`src/rtl/mux_rr_arbiter.sv`:
```
// Round-robin arbiter and sequencer that owns the select lines of a shared 4:1 single-bit mux.
// Grant, select and data are registered one cycle after request; a hold limit forces rotation under contention.
module mux_rr_arbiter #(
  parameter int N_REQ    = 4,
  parameter int MAX_HOLD = 8
) (
  input  logic             clk,
  input  logic             rst_n,
  input  logic [N_REQ-1:0] req,
  input  logic [N_REQ-1:0] data_in,
  output logic [N_REQ-1:0] gnt,
  output logic [1:0]       sel,
  output logic             sel_valid,
  output logic             dout,
  output logic             dout_valid
);

  typedef enum logic {IDLE, BUSY} state_t;

  localparam logic [7:0] HOLD_MAX = 8'(MAX_HOLD);

  state_t           state;
  logic [7:0]       hold_cnt;
  logic [1:0]       rr_ptr;
  logic [N_REQ-1:0] cand;
  logic [1:0]       idx;
  logic [1:0]       win;
  logic             found;
  logic             owner_req;
  logic             take;
  logic             keep;

  // While busy the current owner is masked out, so a rotation can never re-pick it.
  always_comb begin
    cand  = (state == IDLE) ? req : (req & ~gnt);
    found = 1'b0;
    win   = rr_ptr;
    idx   = rr_ptr;
    for (int k = N_REQ - 1; k >= 0; k--) begin
      idx = rr_ptr + 2'(k);
      if (cand[idx]) begin
        found = 1'b1;
        win   = idx;
      end
    end
    owner_req = req[sel];
    take = found && ((state == IDLE) || !owner_req || (hold_cnt >= HOLD_MAX));
    keep = (state == BUSY) && owner_req && !take;
  end

  always_ff @(posedge clk or negedge rst_n) begin
    if (!rst_n) begin
      state      <= IDLE;
      hold_cnt   <= 8'd0;
      rr_ptr     <= 2'd0;
      gnt        <= '0;
      sel        <= 2'b00;
      sel_valid  <= 1'b0;
      dout       <= 1'b0;
      dout_valid <= 1'b0;
    end else if (take) begin
      state      <= BUSY;
      hold_cnt   <= 8'd1;
      rr_ptr     <= win + 2'd1;
      gnt        <= N_REQ'(1) << win;
      sel        <= win;
      sel_valid  <= 1'b1;
      dout       <= data_in[win];
      dout_valid <= 1'b1;
    end else if (keep) begin
      hold_cnt   <= (hold_cnt >= HOLD_MAX) ? HOLD_MAX : hold_cnt + 8'd1;
      dout       <= data_in[sel];
      dout_valid <= 1'b1;
    end else begin
      // Nobody wants the mux: release the grant but leave sel where it was.
      state      <= IDLE;
      gnt        <= '0;
      sel_valid  <= 1'b0;
      dout       <= 1'b0;
      dout_valid <= 1'b0;
    end
  end

endmodule
```
`config.mk`:
```
export PLATFORM = sky130hd
export DESIGN_NAME = mux_rr_arbiter
export DESIGN_NICKNAME = d
export VERILOG_FILES = /design/src/rtl/mux_rr_arbiter.sv
export SDC_FILE = /design/constraint.sdc
export NUM_CORES = 1
export LEC_CHECK = 0
export ABC_AREA = 0
export CAP_MARGIN = 10
export CORE_AREA = 2 2 52 54
export CTS_CLUSTER_SIZE = 8
export DETAILED_ROUTE_END_ITERATION = 7
export DIE_AREA = 0 0 54 56
export GPL_ROUTABILITY_DRIVEN = 0
export HOLD_SLACK_MARGIN = 0.1
export PLACE_DENSITY = 0.83
export SETUP_SLACK_MARGIN = 0.2
export SYNTH_ARGS = -nofsm -noshare
export SYNTH_HDL_FRONTEND = slang
export SYNTH_SLANG_ARGS = --single-unit
```
`constraint.sdc`:
```
create_clock -name clk -period 2.6 [get_ports clk]
set_clock_uncertainty 0.1 [all_clocks]
set_input_delay 0.52 -clock clk [delete_from_list [all_inputs] [get_ports clk]]
set_output_delay 0.52 -clock clk [all_outputs]
set_load 0.03 [all_outputs]
```
==> reports/qor.csv, run 1 <==
stage,metric,value,unit
placed_design,io_buffers,18,
worst_setup_path,worstPathCellList,clkdlybuf4s50_1,
floorplanning,coreArea,2432,sq um
timing,setup_ws,0.3003,ns
worst_setup_path,endpoint_kind,output pin,
timing,period_share,0.8845,
worst_setup_path,cpLargestDelayFamily,buffers and inverters,
synth,synth_warnings,0,
worst_setup_path,crit_arrival,1.68,ns
worst_setup_path,slowest_delay,0.76,ns
global_route,grt_max_degree,20,
timing,drv_slew,0,
layout,final_cells,182,
layout,synthToLayoutAreaGrowth,21.81,%
cts,numCtsBuffers,3,
placed_design,hpwl,2075,um
cts,htree_levels,1,
global_route,grt_pass1_wl,4595,um
synth,async_reset_ff_frac,1.000,
synth,synth_area_leader_cell,dfrtp_1,
layout,n_antenna_cell,0,
power,p_seq_frac,0.308,
detailed_routing,via_count,1027,
synth,synth_ff_type,dfrtp_1,
timing,fmax,434.8,MHz
worst_setup_path,path_buf_inv,1,
power,clkPwrFrac,0.088,
floorplanning,die_h,56,um
layout,nNetsFinal,169,
power,finalPower,1.637,mW
synth,yosysMostFrequentCell,nand2_1,
timing,slew_headroom,0.6923,
timing,setup_violations,0,
floorplanning,num_rows,18,
synth,syn_nets,144,
cts,clock_latency,0.30,ns
power,p_int,885.7,uW
power,swShare,0.4590,
timing,rsz0062_at_grt,no,
status,status,"finished, final reports clean",
synth,ys_top_cells_by_area,"dfrtp_1, nand2_1, ha_1",
hold_path,hold_class,register to register,
power,power_switching,751.5,uW
global_route,grtUsageTotal,0.2030,
cts,cts-root-buf,clkbuf_4,
cts,hold_buffers,0,
power,p_per_area,1115,nW/um^2
floorplanning,initial_core_util,0.4954,
synth,synth.distinct_cells,38,
timing,fin_crit,2.300,ns
cts,cts_setup_buffers,0,
cts,cts_buffer_depth,2,
layout,drive_above_1_share,0.1382,
worst_setup_path,worstPathMaxFanout,13,
synth,synth-seq-cells,19,
detailed_routing,wirelength,2697,um
timing,hold_viol,0,
worst_setup_path,cp_data_required_time,1.98,ns
synth,synthTopCellsByCount,"nand2_1, dfrtp_1, inv_1, nor2_1, o21ai_0",
cts,path_clk_slew,0.09,ns
synth,syn-cell-area,1205,sq um
cts,cts_tree,yes,
timing,tightest_slew,0.4616,ns
power,leakagePower,0.6837,nW
floorplanning,io_pins,19,
placed_design,postPlaceCellArea,1439,sq um
power,vdd_drop_max,548.2,uV
layout,fin_area,1468,sq um
global_route,antenna_found_initial,0,
detailed_routing,dr.pass1.iters,4,
worst_setup_path,startpoint_type,register,
detailed_routing,drc,0,
global_route,grt_pass1_vias,1011,
timing,hold_ws,0.3957,ns
detailed_routing,drt_iter0_markers,26,
power,combPwrFrac,0.604,
floorplanning,fp.dieW,54,um
synth,synth_edf_count,0,
synth,syn_avg_cell_area,9.413,sq um
synth,synthCells,128,
global_route,grt_overflow,0,
timing,setup_tns,0,ns
cts,clock-sinks,19,
placed_design,dp_cells,178,
floorplanning,dieArea,3024,sq um
layout,fin_util,0.6034,
synth,ys_seq_area_frac,0.3946,
worst_setup_path,critPathSlowestCell,clkdlybuf4s50_1,
synth,synth_top_area_frac,0.3946,
flow_run,max_cap_violations,0,
worst_setup_path,critical_path_class,register to output pin,
detailed_routing,wl_per_cell,14.82,um
detailed_routing,viasPerCell,5.643,
placed_design,place_ws,-0.03205,ns
detailed_routing,antenna_left,0,
sequential cells by signal, summed over array words and instances, names as in the netlist:
register and count:
hold_cnt 8, sel 2, dout_valid 1, dout 1
rr_ptr 2, gnt 4, state 1
final cells by class:
| class | instances | area, sq um |
|---|---|---|
| Inverter | 9 | 33.78 |
| Fill cell | 220 | 964.7 |
| Sequential cell | 19 | 475.5 |
| Clock buffer | 4 | 26.28 |
| Multi-Input combinational cell | 97 | 676.9 |
| Timing Repair Buffer | 23 | 217.7 |
| Tap cell | 30 | 37.54 |
power by group through the flow:
stage,Clock (mW),Sequential (mW),Combinational (mW)
2_1_floorplan,0,0.549,0.640
3_3_place_gp,0,0.499,0.957
3_5_place_dp,0,0.507,0.986
4_1_cts,0.149,0.500,0.991
5_1_grt,0.163,0.515,1.11
6_report,0.145,0.504,0.989
metal layers:
| metal | share of wire | global-route usage | vias up |
|---|---|---|---|
| met5 | 0 | 0 | - |
| met4 | 0.0093 | 0.05357 | 0 |
| met3 | 0.035 | 0.01613 | 6 |
| met2 | 0.52 | 0.3397 | 33 |
| met1 | 0.43 | 0.2768 | 496 |
| li1 | - | - | 492 |
worst paths after layout:
path / start / endpoint / slack [ns] / cells after the start
worst min-delay path: hold_cnt[4] / hold_cnt[4] / 0.40 / 1
max in group asynchronous: rst_n / gnt[1] / 1.75 / 2
min in group asynchronous: rst_n / hold_cnt[7] / 0.43 / 2
worst min register to register: hold_cnt[4] / hold_cnt[4] / 0.40 / 1
worst max-delay path: state / sel_valid / 0.30 / 1
worst max register to register: rr_ptr[0] / dout / 0.40 / 7
cell usage in the layout, fill, tap and decap left out, types with 5 or more instances in the layout:
cell,synthesis,layout
nand3_1,5,5
ha_1,6,6
nor2_1,8,7
inv_1,9,9
and2_1,5,5
nand2b_1,6,6
dfrtp_1,19,19
nand2_1,24,24
buf_4,0,5
o21ai_0,8,8
clkdlybuf4s50_1,0,18
cells by family after synthesis:
family          after synthesis  synth area share
buf+inv                      12           0.04569
simple gates                 57            0.2316
compound gates               28            0.2004
fa+ha+maj                     6           0.06230
flops                        19            0.3946
mux                           6           0.06542
what timing repair did:
item / 4_1_cts / 5_1_grt
hold endpoints to repair: 0 / 0
gates resized for setup: 0 / 2
endpoints found under the setup margin: 0 / 2
Note: power is estimated with default switching activity, not from simulation.
==> run 2, diff against run 1 <==
- clock period: 2.6 -> 2.62 ns (I/O delays scaled with it)
==> reports/qor.csv, run 2 (synthesized netlist as in run 1, its figures left out) <==
stage,metric,value,unit
status,status,"finished, final reports clean",
timing,hold_ws,0.3913,ns
global_route,grt_overflow,0,
power,vdd_drop_max,703.1,uV
cts,clock_latency,0.29,ns
worst_setup_path,r2r_slack,0.39,ns
cts,cts-root-buf,clkbuf_4,
timing,drv_slew,0,
timing,rsz0062_at_grt,no,
detailed_routing,antenna_left,0,
placed_design,hpwl,2012,um
power,leakagePower,0.6786,nW
timing,setup_violations,0,
timing,fmax,430.0,MHz
worst_setup_path,cp_data_required_time,2.68,ns
hold_path,hold_start,hold_cnt[7],
cts,htree_levels,1,
global_route,grt.met2_usage,0.3328,
detailed_routing,wl_per_cell,14.41,um
floorplanning,coreArea,2432,sq um
global_route,antenna_found_initial,0,
timing,period_share,0.8877,
global_route,gr-max-usage-layer,met2,
cts,clock-sinks,19,
placed_design,io_buffers,18,
detailed_routing,wirelength,2609,um
global_route,grt_pass1_wl,4595,um
placed_design,postPlaceCellArea,1431,sq um
floorplanning,num_rows,18,
cts,cts_setup_buffers,0,
layout,mostFrequentLayoutCells,"nand2_1, dfrtp_1, clkdlybuf4s50_1, inv_1",
hold_path,hold_class,register to register,
layout,top_regs,"hold_cnt x8, gnt x4",
layout,largest_register_ffs,8,
layout,fin_area,1458,sq um
floorplanning,io_pins,19,
timing,setup_ws,0.2942,ns
cts,path_clk_slew,0.10,ns
cts,cts_buffer_depth,2,
layout,synthToLayoutAreaGrowth,20.98,%
worst_setup_path,worstPathMaxFanout,6,
global_route,met1_usage,0.2702,
flow_run,max_cap_violations,0,
global_route,met3_usage,0.02688,
layout,fin_util,0.5993,
detailed_routing,viasPerCell,5.470,
detailed_routing,via_count,990,
timing,fin_crit,2.326,ns
detailed_routing,drt_iter0_markers,13,
worst_setup_path,startpoint_type,input pin,
cts,ctsResizeCount,0,
timing,slew_headroom,0.4456,
global_route,grt_pass1_vias,1004,
worst_setup_path,r2r_end,dout,
worst_setup_path,critical_path_class,input pin to register,
global_route,grt_max_degree,20,
detailed_routing,drc,0,
detailed_routing,dr.pass1.iters,4,
worst_setup_path,endpoint_kind,register,
layout,nNetsFinal,168,
global_route,grtUsageTotal,0.2043,
layout,largest-register,hold_cnt,
timing,tightest_slew,0.8290,ns
cts,cts_tree,yes,
worst_setup_path,reg2reg_depth,7,
timing,setup_tns,0,ns
layout,drive_above_1_share,0.1258,
layout,layout_commonest_cell,nand2_1,
timing,hold_viol,0,
hold_path,hold_depth,1,
floorplanning,dieArea,3024,sq um
cts,numCtsBuffers,3,
power,p_per_area,1109,nW/um^2
cts,hold_buffers,0,
floorplanning,fp.dieW,54,um
hold_path,hold_end,hold_cnt[7],
floorplanning,initial_core_util,0.4954,
floorplanning,die_h,56,um
worst_setup_path,crit_arrival,2.39,ns
layout,n_antenna_cell,0,
placed_design,place_ws,0.006375,ns
worst_setup_path,r2r-start,rr_ptr[0],
run 2: cell count changes in the layout (fill, tap and decap cells not counted), sizes merged:
cell / change
buf: -1
run 2: layout make-up:
cell class / count / area, sq um
Inverter: 9 / 33.78
Tap cell: 30 / 37.54
Timing Repair Buffer: 22 / 210.2
Multi-Input combinational cell: 97 / 674.4
Clock buffer: 4 / 26.28
Sequential cell: 19 / 475.5
Fill cell: 221 / 974.7
run 2: power by group:
group,leakage [nW],internal (mW),switching (mW)
Combinational,0.425,0.433,0.541
Clock,0.0150,0.0592,0.0838
Sequential,0.238,0.383,0.117
Total,0.679,0.875,0.741
run 2: metal layers:
layer | vias up | part of all wire
met1 | 480 | 0.44
li1 | 490 | -
met4 | 0 | 0.0073
met2 | 18 | 0.51
met5 | - | 0
met3 | 2 | 0.043
run 2: worst max-delay path by stage:
stage / start / to / slack [ns] / cells after the start
after floorplan: gnt[0] / rr_ptr[1] / 0.46 / 8
after global placement: req[1] / dout / 0.06 / 8
after detailed placement: req[1] / dout / 0.006 / 8
after CTS: state / sel_valid / 0.31 / 1
after global routing: req[1] / dout / 0.21 / 8
final: req[1] / dout / 0.29 / 8
run 2: per-stage QoR:
stage                     power (mW)  cells
after floorplan                1.180    128
after global placement         1.444    177
after detailed placement       1.477    177
after CTS                      1.628    181
after global routing           1.768    181
final                          1.616    181
run 2: worst max-delay path: stages:
cell and delay (ns):
clkdlybuf4s50_1 0.60, nand2_1 0.13, a22oi_4 0.20, o22ai_2 0.13, a211oi_4 0.26, buf_4 0.19
mux2i_1 0.22, o2111ai_2 0.13
